$ cat src/rtl/matrix_meta_reader.sv
// matrix_meta_reader: fetches the three metadata words of one matrix block
// from BRAM and returns them decoded as rows, cols and an 8-byte name.
// Optional build macro MATRIX_META_CHECK_EN adds a format check on meta_error.
//
// state  | meaning
// IDLE   | waiting for read_request
// ISSUE0 | matrix_id latched; next edge issues word0 read
// ISSUE1 | word0 read on the bus; next edge issues word1
// ISSUE2 | word1 read on the bus; next edge issues word2
// WAIT   | reads issued, waiting for word2 to come back
// DONE   | read_done pulse, results valid; can accept a new request
module matrix_meta_reader #(
   parameter int BLOCK_SIZE   = 1152,
   parameter int DATA_WIDTH   = 32,
   parameter int ADDR_WIDTH   = 14,
   parameter int READ_LATENCY = 1,
   parameter int MAX_DIM      = 32
) (
   input  logic                  clk,
   input  logic                  rst_n,
   input  logic                  read_request,
   output logic                  read_ready,
   input  logic [2:0]            matrix_id,
   output logic                  read_done,
   output logic [7:0]            meta_rows,
   output logic [7:0]            meta_cols,
   output logic [63:0]           meta_name,
   output logic                  meta_valid,
   output logic                  meta_error,
   output logic                  bram_rd_en,
   output logic [ADDR_WIDTH-1:0] bram_addr,
   input  logic [DATA_WIDTH-1:0] bram_dout
);

   typedef enum logic [2:0] {IDLE, ISSUE0, ISSUE1, ISSUE2, WAIT, DONE} state_t;

   state_t                          state;
   logic [ADDR_WIDTH-1:0]           base_addr;
   logic [1:0]                      issue_idx;
   logic [READ_LATENCY-1:0]         pipe_v;
   logic [READ_LATENCY-1:0][1:0]    pipe_idx;
   logic [7:0]                      cap_rows;
   logic [7:0]                      cap_cols;
   logic [31:0]                     cap_word1;
   logic [31:0]                     cap_word2;
   logic                            cap_last;
   logic                            cap_nonzero;
   logic                            fmt_err;

   assign read_ready  = (state == IDLE) || (state == DONE);
   assign cap_nonzero = (cap_rows != 8'd0) && (cap_cols != 8'd0);

`ifdef MATRIX_META_CHECK_EN
   logic [15:0] cap_rsvd;

   // Format check on the captured word set; cleared blocks never flag.
   assign fmt_err = cap_nonzero &&
                    ((int'(cap_rows) > MAX_DIM) || (int'(cap_cols) > MAX_DIM) ||
                     (cap_rsvd != 16'd0));
`else
   localparam int unused_max_dim = MAX_DIM;
   assign fmt_err = 1'b0;
`endif

   // Sequencer: accepts requests, issues three back-to-back reads, publishes results.
   always_ff @(posedge clk) begin
      if (!rst_n) begin
         state      <= IDLE;
         base_addr  <= '0;
         issue_idx  <= 2'd0;
         bram_rd_en <= 1'b0;
         bram_addr  <= '0;
         read_done  <= 1'b0;
         meta_rows  <= 8'd0;
         meta_cols  <= 8'd0;
         meta_name  <= 64'd0;
         meta_valid <= 1'b0;
         meta_error <= 1'b0;
      end else begin
         bram_rd_en <= 1'b0;
         read_done  <= 1'b0;
         case (state)
            IDLE, DONE: begin
               if (read_request) begin
                  state     <= ISSUE0;
                  base_addr <= ADDR_WIDTH'(32'(matrix_id) * BLOCK_SIZE);
               end else begin
                  state <= IDLE;
               end
            end
            ISSUE0: begin
               bram_rd_en <= 1'b1;
               bram_addr  <= base_addr;
               issue_idx  <= 2'd0;
               state      <= ISSUE1;
            end
            ISSUE1: begin
               bram_rd_en <= 1'b1;
               bram_addr  <= base_addr + ADDR_WIDTH'(1);
               issue_idx  <= 2'd1;
               state      <= ISSUE2;
            end
            ISSUE2: begin
               bram_rd_en <= 1'b1;
               bram_addr  <= base_addr + ADDR_WIDTH'(2);
               issue_idx  <= 2'd2;
               state      <= WAIT;
            end
            WAIT: begin
               if (cap_last) begin
                  state      <= DONE;
                  read_done  <= 1'b1;
                  meta_rows  <= cap_rows;
                  meta_cols  <= cap_cols;
                  meta_name  <= {cap_word1, cap_word2};
                  meta_valid <= cap_nonzero;
                  meta_error <= fmt_err;
               end
            end
            default: state <= IDLE;
         endcase
      end
   end

   // Return path: tag each issued read and capture the word once its data lands.
   always_ff @(posedge clk) begin
      if (!rst_n) begin
         pipe_v    <= '0;
         pipe_idx  <= '0;
         cap_rows  <= 8'd0;
         cap_cols  <= 8'd0;
         cap_word1 <= 32'd0;
         cap_word2 <= 32'd0;
         cap_last  <= 1'b0;
`ifdef MATRIX_META_CHECK_EN
         cap_rsvd  <= 16'd0;
`endif
      end else begin
         pipe_v[0]   <= bram_rd_en;
         pipe_idx[0] <= issue_idx;
         for (int i = 1; i < READ_LATENCY; i++) begin
            pipe_v[i]   <= pipe_v[i-1];
            pipe_idx[i] <= pipe_idx[i-1];
         end
         cap_last <= 1'b0;
         if (pipe_v[READ_LATENCY-1]) begin
            case (pipe_idx[READ_LATENCY-1])
               2'd0: begin
                  cap_rows <= bram_dout[31:24];
                  cap_cols <= bram_dout[23:16];
`ifdef MATRIX_META_CHECK_EN
                  cap_rsvd <= bram_dout[15:0];
`endif
               end
               2'd1: cap_word1 <= bram_dout[31:0];
               default: begin
                  cap_word2 <= bram_dout[31:0];
                  cap_last  <= 1'b1;
               end
            endcase
         end
      end
   end

endmodule

$ cat config.mk
export PLATFORM = sky130hd
export DESIGN_NAME = matrix_meta_reader
export DESIGN_NICKNAME = d
export VERILOG_FILES = /design/src/rtl/matrix_meta_reader.sv
export SDC_FILE = /design/constraint.sdc
export NUM_CORES = 1
export LEC_CHECK = 0
export CAP_MARGIN = 20
export CORE_MARGIN = 2
export CORE_UTILIZATION = 40
export CTS_BUF_LIST = sky130_fd_sc_hd__clkbuf_4 sky130_fd_sc_hd__clkbuf_8
export CTS_CLUSTER_SIZE = 8
export DETAILED_ROUTE_END_ITERATION = 10
export MAX_ROUTING_LAYER = met4
export PLACE_DENSITY = 0.63
export SKIP_LAST_GASP = 1
export SLEW_MARGIN = 20
export SYNTH_ARGS = -nofsm -noshare
export SYNTH_HDL_FRONTEND = slang
export SYNTH_SLANG_ARGS = --single-unit
$ cat constraint.sdc
create_clock -name clk -period 1.6 [get_ports clk]
set_clock_uncertainty 0.15 [all_clocks]
set_input_delay 0.16 -clock clk [delete_from_list [all_inputs] [get_ports clk]]
set_output_delay 0.16 -clock clk [all_outputs]
set_load 0.02 [all_outputs]
==> flow_metrics.env <==
export IMPL_startpoint_type="register"
export IMPL_fmax_ghz=0.638
export IMPL_track_usage_pct=18.6
export IMPL_antenna_left=0
export IMPL_synth_edff_count=0
export IMPL_synth_area_per_cell_sq_um=9.07
export IMPL_drc=0
export IMPL_critPathSlowestCell="dfxtp_1"
export IMPL_cp_arrival_ns=1.80
export IMPL_grt_overflow=0
export IMPL_dieWidth_um=138
export IMPL_wl_per_cell_um=14.9
export IMPL_cp_end_kind="register"
export IMPL_slew_violations=0
export IMPL_root_buffer="clkbuf_8"
export IMPL_die_h_um=138
export IMPL_grt_max_degree=67
export IMPL_ys_warn_count=0
export IMPL_ys_types=35
export IMPL_rsz0062_at_grt="true"
export IMPL_worstSetupStartpoint="state[0]"
export IMPL_drt_total_wl_um=16900
export IMPL_firstDrtPassIters=4
export IMPL_core_rowCount=48
export IMPL_power_density_mw_per_mm2=934
export IMPL_path_cells="buf_4 > nor2_8 > and3_4 > buf_12 > nand2_1 > a21boi_2"
export IMPL_clock_sinks=178
export IMPL_io_pin_count=137
export IMPL_post_route_min_period_ns=1.57
export IMPL_portBuffers=129
export IMPL_min_delay_start="matrix_id[1]"
export IMPL_tns_ns=0
export IMPL_yosysSeqAreaShare_pct=49.9
export IMPL_core_region_area_sq_mm=0.0174
export IMPL_outcome="completed"
export IMPL_total_power_uw=8310
export IMPL_grt_pass1_vias=5025
export IMPL_cts_buffer_depth=2
export IMPL_setup_viol=0
export IMPL_cts_made_buffers=17
export IMPL_yosysMostFrequentCell="nand2_1"
export IMPL_reg2reg_to="meta_rows[1]"
export IMPL_max_cap_viol_count=0
export IMPL_antenna_found_initial=0
export IMPL_worstHoldEndpoint="base_addr[11]"
export IMPL_hold_viol=0
export IMPL_ys_top_cells_by_area="dfxtp_1 (50%), nand2_1 (17%), a21boi_2 (12%), a21boi_0 (7.6%), buf_12 (2.5%)"
export IMPL_dieArea_sq_mm=0.0189
export IMPL_vias=5386
export IMPL_synth_top_area_share_pct=49.9
export IMPL_crit_path_max_fanout=23
export IMPL_synth_async_sr_flop_share_pct=0
export IMPL_htree_num_levels=4
export IMPL_hold_depth=3
export IMPL_regToRegSetupSlack_ns=0.03
export IMPL_peakVddDrop_mv=0.546
export IMPL_path_class="reg2reg"
export IMPL_worst_r2r_path_depth=6
export IMPL_slowest_delay_ns=0.34
export IMPL_start_util_pct=41.1
export IMPL_syn_inst=787
export IMPL_synthTopCellsByCount="nand2_1 (329), dfxtp_1 (178), a21boi_2 (78), a21boi_0 (72), clkbuf_1 (27)"
export IMPL_dr_first_iter_drc_count=222
export IMPL_timing_rr_start="state[0]"
export IMPL_place_gp_congestion=0.773
export IMPL_fin_nets=934
export IMPL_p_leak_uw=0.00337
export IMPL_crit_required_ns=1.83
export IMPL_syn_area_sq_mm=0.00714
export IMPL_routed_via_density=4.75
export IMPL_hold_path_class="in2reg"
export IMPL_insertion_delay_ns=0.46
export IMPL_area_delta_synth_final_pct=24.6
export IMPL_finalHoldWorstSlack_ns=0.116
export IMPL_cts_clk_slew_worst_paths_ns=0.09
export IMPL_cts_tree="done"
export IMPL_grt_pass1_wl_um=26100
export IMPL_min_period_over_period_pct=98.0
export IMPL_ys_ff_latch=178
export IMPL_layout_drive_gt1_share_pct=15.4
export IMPL_synth_top_area_cell="dfxtp_1"
export IMPL_dpl_hpwl_um=11100
export IMPL_synthFlopType="dfxtp_1"
[critical path: cells and delay by family (launching register included)]
| kind | cells | cell delay (ns) |
|---|---|---|
| AOI/OAI and AO/OA | 1 | 0.13 |
| buffers and inverters | 2 | 0.37 |
| DFF | 1 | 0.34 |
| and+or+nand+nor | 3 | 0.50 |
[cell usage in the layout, fill, tap and decap left out, drive strengths merged]
master         Yosys  layout
a21boi           162     162
a21oi              3       3
and2               5       5
and3               2       2
and3b              1       1
buf               39      22
bufinv             0       3
clkbuf            28      21
clkdlybuf4s50      0      36
clkinv             0       5
clkinvlp           0       2
conb               1       7
dfxtp            178     178
diode              0       1
dlygate4sd2        0      91
dlygate4sd3        0       1
inv                1       3
mux2i              4       4
nand2            330     330
nand3              4       4
nand3b             1       1
nor2               7       7
nor2b              5       5
nor3               1       1
nor3b              3       3
nor4               4       4
o21ai              5       5
or3b               1       1
xnor2              1       1
xor2               1       1
[sequential cells by signal, indices dropped and copies added (netlist names)]
signal / flops
meta_cols: 8
bram_addr: 4
meta_name: 64
cap_word1: 32
cap_cols: 8
bram_rd_en: 1
meta_valid: 1
pipe_v: 1
pipe_idx: 2
cap_rows: 8
state: 3
meta_rows: 8
issue_idx: 1
cap_last: 1
read_done: 1
base_addr: 3
cap_word2: 32
[routing by layer]
layer	track usage [%]	wire length, um	up-vias
met5	-	0	-
met4	6.07	141	0
met3	5.45	1130	12
met2	29.2	8070	131
met1	22.9	7590	2507
li1	-	-	2736
[timing repair]
item                                    CTS  global route
hold endpoints to repair                 19             0
pin swaps                                 0             1
buffers inserted                          0             0
gates resized for setup                  92             8
hold buffers                              1             0
gates cloned                              0             1
endpoints found under the setup margin   92            42
[how the worst max path moves through the flow]
stage | slack, ns | end | cells past startpoint
3_3_place_gp | 0.11 | meta_rows[5] | 6
6_report | 0.03 | meta_rows[1] | 6
2_1_floorplan | 0.23 | cap_cols[4] | 5
4_1_cts | -0.16 | read_ready | 3
5_1_grt | -0.04 | meta_name[33] | 6
3_5_place_dp | 0.06 | meta_name[4] | 6
[cells by family after synthesis]
kind of cell	Yosys count	synth area share, %
XOR/XNOR	2	0.245
AND/OR/NAND/NOR	364	20.7
buffers and inverters	68	6.87
multiplexers	4	0.561
AO/OA/AOI/OAI	170	21.7
flip-flops	178	49.9
other	1	0.0525
[power breakdown]
part / internal, uW / total, uW / switching (uW)
Clock: 1650 / 3260 / 1610
Sequential: 4480 / 4520 / 43.6
Combinational: 272 / 530 / 259
[through the flow]
stage,area [sq um],utilization [%],setup WS [ns],std cells
floorplan,7160,-,0.233,793
global placement,8530,49.2,0.114,1100
detailed placement,8530,49.2,0.0633,1100
CTS,8850,51.0,-0.162,1133
global route,8890,51.2,-0.0448,1134
finish,8890,51.2,0.0317,1135
[area by class of cell]
type	count	area, sq um
multi-input combinational	547	3120
fill	1701	8460
timing repair buffer	151	1500
tap	225	282
antenna	1	2.50
inverter	1	3.75
clock inverter	12	155
sequential	178	3560
clock buffer	20	269
Power figures use the tool's default switching activity.
==> patch (same settings) <==
The 6 states of `state_t` get a one-hot encoding in 6 bits.
--- a/src/rtl/matrix_meta_reader.sv
+++ b/src/rtl/matrix_meta_reader.sv
@@ -32,7 +32,7 @@
    input  logic [DATA_WIDTH-1:0] bram_dout
 );
 
-   typedef enum logic [2:0] {IDLE, ISSUE0, ISSUE1, ISSUE2, WAIT, DONE} state_t;
+   typedef enum logic [5:0] {IDLE = 6'b000001, ISSUE0 = 6'b000010, ISSUE1 = 6'b000100, ISSUE2 = 6'b001000, WAIT = 6'b010000, DONE = 6'b100000} state_t;
 
    state_t                          state;
    logic [ADDR_WIDTH-1:0]           base_addr;
Check against the original RTL: no difference found for any inputs over 10 cycles, from zero or initial values and one cycle with rst_n low; not proved beyond that.
==> patch against the unedited design <==
The run now ends with setup timing left. Area after synthesis shrank 6.6%. Routed wire length grew 21%. Final area grew 11%. Register-to-register slack lost 320 ps. First-iteration DRC count grew 64%. Sequential cell count grew 3. Global-route usage grew 3.8 points. Total power is essentially flat. Setup slack lost 360 ps. Critical endpoint is now read_ready. Largest power group unchanged.
==> patch: results <==
set metrics [dict create \
    status "complete, but fails checks" \
    violations "setup timing" \
    drt_iter0_drc 364 \
    dp_slack_ps -270 \
    finalSetupTns_ps -18460 \
    postPlaceCellArea_sq_mm 0.00840 \
    ctsResizeCount 184 \
    yosys.area_share.xor_xnor_pct 0.263 \
    critPathSlowestCell "or4_4" \
    cp.arrival_ps 1620 \
    p_leak_nw 3.65 \
    fin_nets 995 \
    dp_hpwl_microns 11500 \
    grt_max_degree 60 \
    antennaDiodeCount 0 \
    setup_viol 96 \
    grt_pass1_wl_microns 30500 \
    met3WireLength_microns 999 \
    grt_util_all_layers_pct 22.4 \
    setup_ws_ps -329 \
    routabilityCongestion 0.755 \
    max_stage_delay_ps 530 \
    yosysSeqAreaShare_pct 54.3 \
    drive_above_1_share_pct 24.6 \
    synth_common_cells "181 x dfxtp_1, 173 x nand2_1, 161 x a21oi_1, 81 x nand3_1, 81 x o21ai_0" \
    post-place-cells 1125 \
    critPathMaxFanout 2 \
    synth.top_cells.by_area "dfxtp_1 54%, a21oi_1 12%, nand2_1 9.7%" \
    p_clk_share_pct 35.7 \
    vias 6230 \
    p_clk_w 0.00296 \
    synth_compound_area_share_pct 19.2 \
    synth.area.mux_share_pct 0.900 \
    comb_cell_power_w 0.000823 \
    grt_pass1_vias 5693 \
]
-- patch: cell count changes in the layout (fill, tap and decap cells not counted), sizes merged, moves of 5 or more --
cell    delta
buf       +42
a21boi   -162
o21ai     +76
clkbuf     +9
a21oi    +158
or4        +5
nand2    -157
nand3     +77
-- patch: critical path, delay by kind of cell (launching register included) --
family	cells	cell delay [ps]
AND/OR/NAND/NOR	2	670
flip-flops	1	330
buffers and inverters	1	160
-- patch: layout make-up --
type,instances,area (sq um),area share [%]
clock inverter,10,101,1.03
timing repair buffer,201,2290,23.2
clock buffer,21,264,2.67
sequential,181,3630,36.7
multi-input combinational,553,3300,33.5
inverter,3,13.8,0.139
tap,220,275,2.79
-- patch: worst paths after layout --
kind / cells after the start / slack [ps] / endpoint / start
setup reg to reg: 7 / -290 / meta_name[24] / state[3]
setup / recovery: 3 / -330 / read_ready / state[1]
hold reg to reg: 2 / 310 / meta_name[37] / meta_name[37]
hold / removal: 3 / 100 / base_addr[10] / matrix_id[0]
